$ cat config.mk
export PLATFORM = sky130hd
export DESIGN_NAME = trng_postproc
export DESIGN_NICKNAME = d
export VERILOG_FILES = /design/src/rtl/trng_postproc_pkg.sv /design/src/rtl/trng_vn_debias.sv /design/src/rtl/trng_postproc.sv
export SDC_FILE = /design/constraint.sdc
export NUM_CORES = 1
export LEC_CHECK = 0
export CORE_ASPECT_RATIO = 1.5
export CORE_MARGIN = 4
export CORE_UTILIZATION = 58
export DETAILED_ROUTE_END_ITERATION = 10
export GPL_ROUTABILITY_DRIVEN = 0
export PLACE_DENSITY = 0.88
export REMOVE_ABC_BUFFERS = 1
export SETUP_SLACK_MARGIN = 0.5
export SYNTH_ARGS = -nofsm -noshare
export SYNTH_HDL_FRONTEND = slang
export SYNTH_SLANG_ARGS = --single-unit
$ cat constraint.sdc
create_clock -name clk -period 4.9 [get_ports clk]
set_clock_uncertainty 0.15 [all_clocks]
set_input_delay 0.98 -clock clk [delete_from_list [all_inputs] [get_ports clk]]
set_output_delay 0.98 -clock clk [all_outputs]
set_load 0.03 [all_outputs]
$ cat src/rtl/trng_postproc_pkg.sv
// rtl/trng_postproc_pkg.sv - shared types, defaults and helpers for the TRNG conditioning path
package trng_postproc_pkg;

    localparam int DEF_DATA_W     = 8;
    localparam int DEF_SAMPLE_DIV = 16;
    localparam int DEF_RCT_LIMIT  = 32;

    typedef enum logic {
        VN_FIRST  = 1'b0,
        VN_SECOND = 1'b1
    } vn_state_t;

    // Counter width that stays at least one bit for a modulus of 1
    function automatic int cnt_width(input int n);
        return (n > 1) ? $clog2(n) : 1;
    endfunction

endpackage

$ cat src/rtl/trng_vn_debias.sv
// rtl/trng_vn_debias.sv - raw-bit synchroniser, sample strobe and von Neumann extractor
module trng_vn_debias
    import trng_postproc_pkg::*;
#(
    parameter int SAMPLE_DIV = DEF_SAMPLE_DIV
) (
    input  logic clk,
    input  logic rst_n,
    input  logic ena,
    input  logic rnd_raw,
    output logic bit_valid,
    output logic bit_val,
    output logic sample_valid,
    output logic sample_val
);

    localparam int              CNT_W    = cnt_width(SAMPLE_DIV);
    localparam logic [CNT_W-1:0] CNT_LAST = CNT_W'(SAMPLE_DIV - 1);

    logic             sync_q1;
    logic             sync_q2;
    logic [CNT_W-1:0] cnt;
    logic             strobe;
    vn_state_t        state;
    vn_state_t        state_next;
    logic             first_q;
    logic             first_next;

    always_ff @(posedge clk or negedge rst_n) begin
        if (!rst_n) begin
            sync_q1 <= 1'b0;
            sync_q2 <= 1'b0;
        end else begin
            sync_q1 <= rnd_raw;
            sync_q2 <= sync_q1;
        end
    end

    always_ff @(posedge clk or negedge rst_n) begin
        if (!rst_n) begin
            cnt <= '0;
        end else if (!ena || cnt == CNT_LAST) begin
            cnt <= '0;
        end else begin
            cnt <= cnt + 1'b1;
        end
    end

    assign strobe       = ena && (cnt == CNT_LAST);
    assign sample_valid = strobe;
    assign sample_val   = sync_q2;

    always_ff @(posedge clk or negedge rst_n) begin
        if (!rst_n) begin
            state   <= VN_FIRST;
            first_q <= 1'b0;
        end else begin
            state   <= state_next;
            first_q <= first_next;
        end
    end

    // Pair 10 yields 1, pair 01 yields 0, equal pairs are discarded
    always_comb begin
        state_next = state;
        first_next = first_q;
        bit_valid  = 1'b0;
        bit_val    = first_q;
        if (!ena) begin
            state_next = VN_FIRST;
        end else if (strobe) begin
            case (state)
                VN_FIRST: begin
                    first_next = sync_q2;
                    state_next = VN_SECOND;
                end
                VN_SECOND: begin
                    bit_valid  = (first_q != sync_q2);
                    state_next = VN_FIRST;
                end
                default: state_next = VN_FIRST;
            endcase
        end
    end

endmodule

$ cat src/rtl/trng_postproc.sv
// rtl/trng_postproc.sv - TRNG conditioning top: packer, output handshake and repetition-count health test
module trng_postproc
    import trng_postproc_pkg::*;
#(
    parameter int SAMPLE_DIV = DEF_SAMPLE_DIV,
    parameter int RCT_LIMIT  = DEF_RCT_LIMIT,
    parameter int DATA_W     = DEF_DATA_W
) (
    input  logic              clk,
    input  logic              rst_n,
    input  logic              ena,
    input  logic              rnd_raw,
    output logic [DATA_W-1:0] data_out,
    output logic              data_valid,
    input  logic              data_ready,
    output logic              overflow,
    output logic              health_fail
);

    localparam int               BIT_W     = cnt_width(DATA_W);
    localparam logic [BIT_W-1:0] BIT_LAST  = BIT_W'(DATA_W - 1);
    localparam int               RUN_W     = $clog2(RCT_LIMIT + 1);
    localparam logic [RUN_W-1:0] RUN_LIMIT = RUN_W'(RCT_LIMIT);

    logic              bit_valid;
    logic              bit_val;
    logic              sample_valid;
    logic              sample_val;
    logic [DATA_W-1:0] shreg;
    logic [BIT_W-1:0]  bitcnt;
    logic              word_done;
    logic [DATA_W-1:0] word;
    logic              load;
    logic              drop_ovf;
    logic [RUN_W-1:0]  runcnt;
    logic [RUN_W-1:0]  run_next;
    logic              prev_s;
    logic              prev_valid;
    logic              trip;

    trng_vn_debias #(
        .SAMPLE_DIV(SAMPLE_DIV)
    ) u_debias (
        .clk         (clk),
        .rst_n       (rst_n),
        .ena         (ena),
        .rnd_raw     (rnd_raw),
        .bit_valid   (bit_valid),
        .bit_val     (bit_val),
        .sample_valid(sample_valid),
        .sample_val  (sample_val)
    );

    assign word_done = bit_valid && (bitcnt == BIT_LAST);
    assign word      = {shreg[DATA_W-2:0], bit_val};

    always_ff @(posedge clk or negedge rst_n) begin
        if (!rst_n) begin
            shreg  <= '0;
            bitcnt <= '0;
        end else if (!ena) begin
            shreg  <= '0;
            bitcnt <= '0;
        end else if (bit_valid) begin
            shreg  <= word;
            bitcnt <= word_done ? '0 : bitcnt + 1'b1;
        end
    end

    always_comb begin
        run_next = RUN_W'(1);
        if (prev_valid && (sample_val == prev_s)) begin
            run_next = (runcnt == RUN_LIMIT) ? runcnt : runcnt + 1'b1;
        end
    end

    assign trip = sample_valid && (run_next == RUN_LIMIT);

    always_ff @(posedge clk or negedge rst_n) begin
        if (!rst_n) begin
            runcnt     <= '0;
            prev_s     <= 1'b0;
            prev_valid <= 1'b0;
        end else if (!ena) begin
            runcnt     <= '0;
            prev_s     <= 1'b0;
            prev_valid <= 1'b0;
        end else if (sample_valid) begin
            runcnt     <= run_next;
            prev_s     <= sample_val;
            prev_valid <= 1'b1;
        end
    end

    always_ff @(posedge clk or negedge rst_n) begin
        if (!rst_n) begin
            health_fail <= 1'b0;
        end else if (trip) begin
            health_fail <= 1'b1;
        end
    end

    // A failed source silently drops words; only a healthy drop counts as overflow
    assign load     = word_done && !health_fail && (!data_valid || data_ready);
    assign drop_ovf = word_done && !health_fail && data_valid && !data_ready;

    always_ff @(posedge clk or negedge rst_n) begin
        if (!rst_n) begin
            data_out   <= '0;
            data_valid <= 1'b0;
            overflow   <= 1'b0;
        end else begin
            if (load) begin
                data_out   <= word;
                data_valid <= 1'b1;
            end else if (data_ready) begin
                data_valid <= 1'b0;
            end
            if (drop_ovf) begin
                overflow <= 1'b1;
            end
        end
    end

endmodule

* After elaboration in Yosys (flattened, before gate mapping) *
Cells that the tools add are included.
W data, S select, Z words.

storage, ports and cells
  register bits = 37
  input bits = 5
  output and inout bits = 11
  logic and storage cells = 64

operators by class
  $add $sub $neg = 3
  eq/ne operators = 8
  mux-type cells = 22
  bitwise logic cells = 1
  reductions and logical operators = 16

operators by type and width
  operator               count
  $mux W6                4
  $mux W7                2
  $eq A6 B6 Y1 const B   2
  $mux W1                11
  $mux W3                3
  $logic_and A1 B1 Y1    8
  $add A6 B1 Y6 const B  1
  $add A4 B1 Y4 const B  1
  $eq A4 B4 Y1 const B   1
  $logic_not A1 Y1       4
  $mux W4                1
  $ne A2 B1 Y1 const B   2
  $add A3 B1 Y3 const B  1
  $eq A3 B3 Y1 const B   1
  $reduce_and A3 Y1      1
  $logic_or A1 B1 Y1     2
  $pmux W1 S2            1
  $reduce_bool A2 Y1     1
  $eq A1 B1 Y1           1
  $ne A1 B1 Y1           1
  $not A1 Y1             1

* Logic depth before layout (Yosys ltp) *
Gate-level depths: netlist of run 1.

  depth after elaboration = 8
  gate-level depth with buffers = 6
  depth with buffers taken out = 6

* By module *
Synthesis of run 1 repeated with hierarchy kept, for this count alone.

unflattened totals
  cells, all modules = 145
  area, all modules = 1,751.7 µm²

by module, submodules not included
  module          times used  cells each  area an instance (µm²)  seq. area each (µm²)
  trng_postproc   1           119         1,411.4                 725.7
  trng_vn_debias  1           26          340.3                   200.2

* Worst setup path before layout of run 1 *
No wires, ideal clock.

  kind = input to register
  from = in ena
  to = reg data_out[0]
  setup time = 0.125 ns
  data arrival time = 2.020 ns
  data required time = 4.625 ns
  path slack = 2.606 ns
  stages on the path = 4
  path buffers = 0
  cell sequence = and4_4 > nand3_2 > nor3_4 > mux2_2

between the ends
  longest elaborated chain between the ends = 6

RTL lines
  what                                line                  text
  from (decl)                         trng_postproc.sv:11   input logic ena,
  $logic_and A1 B1 Y1                 trng_vn_debias.sv:49  assign strobe = ena && (cnt == CNT_LAST);
  $mux W1                             trng_vn_debias.sv:71  end else if (strobe) begin
  $mux W1 *                           trng_vn_debias.sv:69  if (!ena) begin
  $logic_and A1 B1 Y1 *               trng_postproc.sv:54   assign word_done = bit_valid && (bitcnt == BIT_LAST);
  $logic_and A1 B1 Y1 * (2 in a row)  trng_postproc.sv:104  assign load = word_done && !health_fail && (!data_valid || data_ready);
  to (signal assigned)                trng_postproc.sv:114  data_out <= word;
  to (decl)                           trng_postproc.sv:13   output logic [DATA_W-1:0] data_out,

Mark *: on every way between the ends. The rest lies on a longest branch, timed or not.
A chain may end at the register's enable or synchronous reset.

* Worst setup path after layout of run 1 *
  from = in ena
  to = reg data_out[7]

Same word-level chain as after synthesis.

==> impl_metrics.env, run 1 <==
export IMPL_status="completed"
export IMPL_dp_cells=202
export IMPL_drt_iter0_drc=11
export IMPL_worstMarginPinSlew_ns=0.780
export IMPL_dr_pass1_iters=4
export IMPL_grt_overflow_total=0
export IMPL_critPathKind="input port to flip-flop"
export IMPL_die_height_um=74.3
export IMPL_synth_edf_count=0
export IMPL_drt_total_wl_um=3260
export IMPL_slew_violations=0
export IMPL_vias_per_cell=5.65
export IMPL_synthTopCellsByCount="dfrtp_1, nand3_1, nand2_1, o21ai_0, inv_1"
export IMPL_antenna_cells=0
export IMPL_hold_buffers=0
export IMPL_async_flop_share_pct=100
export IMPL_syn_avg_cell_area_um2=11.0
export IMPL_yosys_warnings=0
export IMPL_min_path_type="flip-flop to flip-flop"
export IMPL_ys_seq_elements=37
export IMPL_cts_buffers_inserted=5
export IMPL_cts_tree="built"
export IMPL_core_area_um2=2730
export IMPL_syn_instance_count=154
export IMPL_peakVddDrop_mv=0.237
export IMPL_antenna_found_initial=0
export IMPL_post_synth_top_count_cell="dfrtp_1"
export IMPL_setup_viol=0
export IMPL_fin_setup_tns_ns=0
export IMPL_drc=0
export IMPL_wire_per_inst_um=15.6
export IMPL_setup_slack_ns=1.74
export IMPL_final_util_pct=71.9
export IMPL_p_per_area_nw_per_um2=274
export IMPL_placed_area_um2=1880
export IMPL_final_antenna_net_count=0
export IMPL_grt_start_max_net_pins=38
export IMPL_yosys_top_cells_area="dfrtp_1, mux2_2, nand3_1"
export IMPL_cp_arrival_ns=3.18
export IMPL_synth_area_um2=1700
export IMPL_final_cells=209
export IMPL_io_pins=16
export IMPL_drive_gt1_share_pct=13.4
export IMPL_clk_pin_slew_ns=0.07
export IMPL_finish_instance_area_um2=1960
export IMPL_worstPathRequired_ns=4.92
export IMPL_rsz0062_at_grt="false"
export IMPL_clkSinkCount=37
export IMPL_hpwl_um=2400
export IMPL_grt_pass1_wl_um=5730
export IMPL_num_rows=23
export IMPL_cts_resized_gates=0
export IMPL_p_leak_uw=0.000902
export IMPL_synth_seq_area_share_pct=54.5
export IMPL_clock_fmax_ghz=0.316
export IMPL_maxCapViolations=0
export IMPL_crit_fanout=22
export IMPL_grt_pass1_vias=1239
export IMPL_synth_top_area_share_pct=54.5
export IMPL_ys_flop_type="dfrtp_1"
export IMPL_grt_usage_pct=20.1
export IMPL_area_growth_pct=15.7
export IMPL_ys_types=35
export IMPL_cp_end_kind="flip-flop"
export IMPL_htree_levels=2
export IMPL_finalCriticalPeriod_ns=3.16
export IMPL_place_ws_ns=1.42
export IMPL_period_share_pct=64.5
export IMPL_cts_root_buf="clkbuf_8"
export IMPL_die_x_um=52.2
export IMPL_cts_max_path_buffers=2
export IMPL_clock_latency_ns=0.28
export IMPL_hold_violations=0
export IMPL_die_area_um2=3870
export IMPL_nNetsFinal=182
export IMPL_slew_limit_headroom_pct=48.0
export IMPL_postCtsSetupBuffers=0
export IMPL_synth_area_leader_cell="dfrtp_1"
export IMPL_start_kind="input port"
export IMPL_via_count=1181
export IMPL_critPathSlowestCell="nor3_4"
export IMPL_cpPeakStageDelay_ns=0.50
export IMPL_initial_core_util_pct=62.1
export IMPL_portBuffers=15
export IMPL_worstPathCellList="clkdlybuf4s50_1 -> buf_4 -> and4_4 -> nand3_2 -> nor3_4 -> mux2_2"
-- final timing paths --
path,from,end,slack (ns),cells after the start
max in group asynchronous,rst_n,data_out[5]$_DFFE_PN0P_,3.49,1
worst max-delay path,ena,data_out[7]$_DFFE_PN0P_,1.74,6
worst min register to register,u_debias.sync_q1$_DFF_PN0_,u_debias.sample_val$_DFF_PN0_,0.20,0
min in group asynchronous,rst_n,runcnt[4]$_DFFE_PN0P_,0.62,1
worst min-delay path,u_debias.sync_q1$_DFF_PN0_,u_debias.sample_val$_DFF_PN0_,0.20,0
worst max register to register,u_debias.cnt[0]$_DFF_PN0_,data_out[7]$_DFFE_PN0P_,2.55,5
-- layer usage --
| layer | global-route usage (%) | vias to the layer above | share of wire (%) |
|---|---|---|---|
| li1 | - | 565 | - |
| met3 | 5.61 | 10 | 3.9 |
| met2 | 34.1 | 25 | 52 |
| met4 | 10.2 | 0 | 2.6 |
| met1 | 22.9 | 581 | 42 |
| met5 | 0 | - | 0 |
-- kinds of logic after synthesis --
| family | count (synthesis) | synth area share [%] |
|---|---|---|
| AOI/OAI and AO/OA | 31 | 13.1 |
| xor gates and xnor gates | 6 | 3.10 |
| adders and majority gates | 5 | 3.68 |
| buffers and inverters | 15 | 3.32 |
| DFF | 37 | 54.5 |
| muxes | 9 | 5.97 |
| and+or+nand+nor | 51 | 16.3 |
-- cell usage in the layout, fill, tap and decap left out, types with 2 or more instances in the layout --
| cell | instances |
|---|---|
| nor2b_1 | 3 |
| inv_1 | 10 |
| a21boi_0 | 4 |
| o211ai_1 | 2 |
| ha_1 | 5 |
| nor2_1 | 7 |
| xnor2_1 | 3 |
| xor2_1 | 3 |
| nand3_1 | 13 |
| dfrtp_1 | 37 |
| or3_1 | 2 |
| and2_1 | 3 |
| o21a_1 | 3 |
| nand2b_1 | 3 |
| mux2_2 | 9 |
| clkbuf_8 | 6 |
| clkdlybuf4s50_1 | 14 |
| nand2_1 | 11 |
| o21ai_0 | 11 |
| and3_1 | 3 |
| a21o_1 | 2 |
-- final cells by class --
cell class / instances / area, um2
multi-input combinational: 102 / 716
fill: 202 / 769
sequential: 37 / 926
clock buffer: 7 / 86.3
tap: 37 / 46.3
inverter: 10 / 37.5
timing repair buffer: 16 / 153
-- through the flow --
step	power, uW	hold WS (ns)
3_5_place_dp	333	0.190
5_1_grt	556	0.219
3_3_place_gp	333	0.184
6_report	538	0.202
4_1_cts	545	0.204
2_1_floorplan	321	0.181
-- critical path: cells and delay by family --
family / cells / cell delay, ns
multiplexers: 1 / 0.39
AND/OR/NAND/NOR: 3 / 1.09
buffers and inverters: 2 / 0.71
-- power breakdown --
group	internal [uW]	leakage, uW	switching (uW)
Sequential	308	0.000510	2.37
Clock	112	0.0000443	99.1
Combinational	5.93	0.000348	10.6
Total	426	0.000902	112
-- flip-flops by register name (all words and copies together), names as in the netlist --
signal	cells
data_out	8
shreg	7
runcnt	6
u_debias.cnt	4
bitcnt	3
data_valid	1
health_fail	1
overflow	1
prev_s	1
prev_valid	1
u_debias.bit_val	1
u_debias.sample_val	1
u_debias.state	1
u_debias.sync_q1	1
(Power assumes the default switching activity.)
==> run 2: changes to the inputs <==
--- a/config.mk
+++ b/config.mk
@@ -7,10 +7,10 @@
 export LEC_CHECK = 0
 export CORE_ASPECT_RATIO = 1.5
 export CORE_MARGIN = 4
-export CORE_UTILIZATION = 58
+export CORE_UTILIZATION = 56
 export DETAILED_ROUTE_END_ITERATION = 10
 export GPL_ROUTABILITY_DRIVEN = 0
-export PLACE_DENSITY = 0.88
+export PLACE_DENSITY = 0.85
 export REMOVE_ABC_BUFFERS = 1
 export SETUP_SLACK_MARGIN = 0.5
 export SYNTH_ARGS = -nofsm -noshare
==> constraint.sdc (replaced) <==
create_clock -name clk -period 3 [get_ports clk]
set_clock_uncertainty 0.15 [all_clocks]
set_input_delay 0.6 -clock clk [delete_from_list [all_inputs] [get_ports clk]]
set_output_delay 0.6 -clock clk [all_outputs]
set_load 0.03 [all_outputs]
==> run 2 against run 1 <==
  * Non-clock buffer count up 2
  * Register-to-register slack lost 1.7 ns
  * Design area is 2.5% higher
  * Worst hold slack better by 0.024 ns
  * Flip-flop and latch count did not move
  * Die area increased by 3.1%
  * Via count rose by 5.5%
  * Combinational power rose by 84%
  * Wire length rose by 11%
  * Setup slack got worse by 1.0 ns
  * First-iteration DRC count increased to 9.4 times the previous value
  * Critical endpoint is now data_out[1]$_DFFE_PN0P_
==> impl_metrics.env, run 2 (same netlist as run 1, synthesis figures left out) <==
export IMPL_cpPeakStageDelay_ns=0.51
export IMPL_largest_reg_flops=8
export IMPL_drive_gt1_share_pct=14.9
export IMPL_p_leak_uw=0.000925
export IMPL_vias_per_cell=5.82
export IMPL_die_x_um=53.0
export IMPL_crit_fanout=8
export IMPL_portBuffers=15
export IMPL_drt_total_wl_um=3610
export IMPL_hold_buffers=0
export IMPL_hpwl_um=2620
export IMPL_area_growth_pct=18.6
export IMPL_finalCriticalPeriod_ns=2.26
export IMPL_worstMarginPinSlew_ns=0.445
export IMPL_slew_violations=0
export IMPL_postCtsSetupBuffers=0
export IMPL_maxCapViolations=0
export IMPL_clkSinkCount=37
export IMPL_critPathLaunch="ena"
export IMPL_setup_viol=0
export IMPL_cp_arrival_ns=2.29
export IMPL_fin_setup_tns_ns=0
export IMPL_nNetsFinal=184
export IMPL_p_per_area_nw_per_um2=481
export IMPL_dr_pass1_iters=4
export IMPL_fin_hold_ws_ns=0.226
export IMPL_cts_tree="built"
export IMPL_cts_root_buf="clkbuf_8"
export IMPL_antenna_found_initial=0
export IMPL_die_height_um=75.4
export IMPL_grt_overflow_total=0
export IMPL_reg2reg_depth=5
export IMPL_drt_iter0_drc=103
export IMPL_via_count=1246
export IMPL_final_antenna_net_count=0
export IMPL_grt_pass1_vias=1353
export IMPL_cts_buffers_inserted=5
export IMPL_reg_top3="data_out: 8 flops, shreg: 7 flops, runcnt: 6 flops"
export IMPL_num_rows=24
export IMPL_min_path_type="flip-flop to flip-flop"
export IMPL_finish_instance_area_um2=2010
export IMPL_cp_endpoint="data_out[1]$_DFFE_PN0P_"
export IMPL_registers_top_by_ff_count="data_out"
export IMPL_period_share_pct=75.4
export IMPL_io_pins=16
export IMPL_wire_per_inst_um=16.9
export IMPL_fillCellCount=234
export IMPL_worstPathCellList="clkdlybuf4s50_1 -> and4_4 -> nand3_2 -> nor3_4 -> mux2_2"
export IMPL_htree_levels=2
export IMPL_grt_pass1_wl_um=6200
export IMPL_status="completed"
export IMPL_critPathKind="input port to flip-flop"
export IMPL_rsz0062_at_grt="false"
export IMPL_seqCellArea_um2=926
export IMPL_rrSetupSlack_ns=0.90
export IMPL_setup_slack_ns=0.739
export IMPL_multi_input_area_um2=716
export IMPL_initial_core_util_pct=58.3
export IMPL_clock_fmax_ghz=0.442
export IMPL_drc=0
export IMPL_cts_resized_gates=0
export IMPL_critPathSlowestCell="clkdlybuf4s50_1"
export IMPL_worstPathRequired_ns=3.03
export IMPL_clk_pin_slew_ns=0.08
export IMPL_peakVddDrop_mv=0.468
export IMPL_clock_latency_ns=0.29
export IMPL_grt_start_max_net_pins=38
export IMPL_antenna_cells=0
export IMPL_grt_usage_pct=21.7
export IMPL_timing_rr_start="u_debias.cnt[0]$_DFF_PN0_"
export IMPL_slew_limit_headroom_pct=70.3
export IMPL_final_common_cell="dfrtp_1"
export IMPL_final_cell_mix="dfrtp_1, clkdlybuf4s50_1, nand3_1, nand2_1, o21ai_0"
export IMPL_hold_violations=0
export IMPL_cp_end_kind="flip-flop"
export IMPL_r2r_end="data_out[1]$_DFFE_PN0P_"
export IMPL_place_ws_ns=0.441
export IMPL_die_area_um2=4000
export IMPL_cts_max_path_buffers=2
export IMPL_core_area_um2=2910
export IMPL_placed_area_um2=1900
export IMPL_start_kind="input port"
run 2: cell types whose count changed in the layout (fill, tap and decap cells not counted), sizes merged:
cell / before / now
clkbuf: 7 / 5
buf: 2 / 3
bufinv: 0 / 1
clkdlybuf4s50: 14 / 15
clkinv: 0 / 1
inv: 10 / 11
run 2: power by group:
part	switching (uW)	internal [uW]	leakage (uW)
Combinational	19.0	11.4	0.000357
Clock	181	249	0.0000585
Sequential	4.85	503	0.000510
Total	205	763	0.000925
run 2: area by class of cell:
| type | instances | share of cell area (%) |
|---|---|---|
| inverter | 10 | 1.86 |
| clock inverter | 3 | 2.18 |
| sequential | 37 | 46.0 |
| tap | 39 | 2.42 |
| multi-input combinational | 102 | 35.6 |
| timing repair buffer | 18 | 8.58 |
| clock buffer | 5 | 3.42 |
run 2: worst max-delay path, delay by kind of cell:
family / cells / cell delay (ns)
mux: 1 / 0.40
buf+inv: 1 / 0.51
simple gates: 3 / 0.79
run 2: through the flow:
step | utilization, % | total power, uW | instances
3_5_place_dp | 65.2 | 549 | 206
2_1_floorplan | - | 524 | 149
4_1_cts | 69.1 | 976 | 214
3_3_place_gp | 65.2 | 546 | 206
5_1_grt | 69.1 | 1000 | 214
6_report | 69.1 | 969 | 214
run 2: how the worst min path moves through the flow:
stage | start | end | slack (ns) | depth (start not counted)
floorplan | rst_n | bitcnt[0]$_DFFE_PN0P_ | 0.15 | 0
global placement | u_debias.sync_q1$_DFF_PN0_ | u_debias.sample_val$_DFF_PN0_ | 0.20 | 0
detailed placement | u_debias.sync_q1$_DFF_PN0_ | u_debias.sample_val$_DFF_PN0_ | 0.21 | 0
CTS | u_debias.sync_q1$_DFF_PN0_ | u_debias.sample_val$_DFF_PN0_ | 0.23 | 0
global route | u_debias.sync_q1$_DFF_PN0_ | u_debias.sample_val$_DFF_PN0_ | 0.23 | 0
finish | u_debias.sync_q1$_DFF_PN0_ | u_debias.sample_val$_DFF_PN0_ | 0.23 | 0
run 2: per-layer routing:
layer / global-route usage (%) / up-vias / routed length, um
met5: 0 / - / 0
met4: 10.2 / 0 / 101
met3: 6.07 / 16 / 168
met2: 39.0 / 46 / 1980
met1: 23.2 / 612 / 1360
li1: - / 572 / -
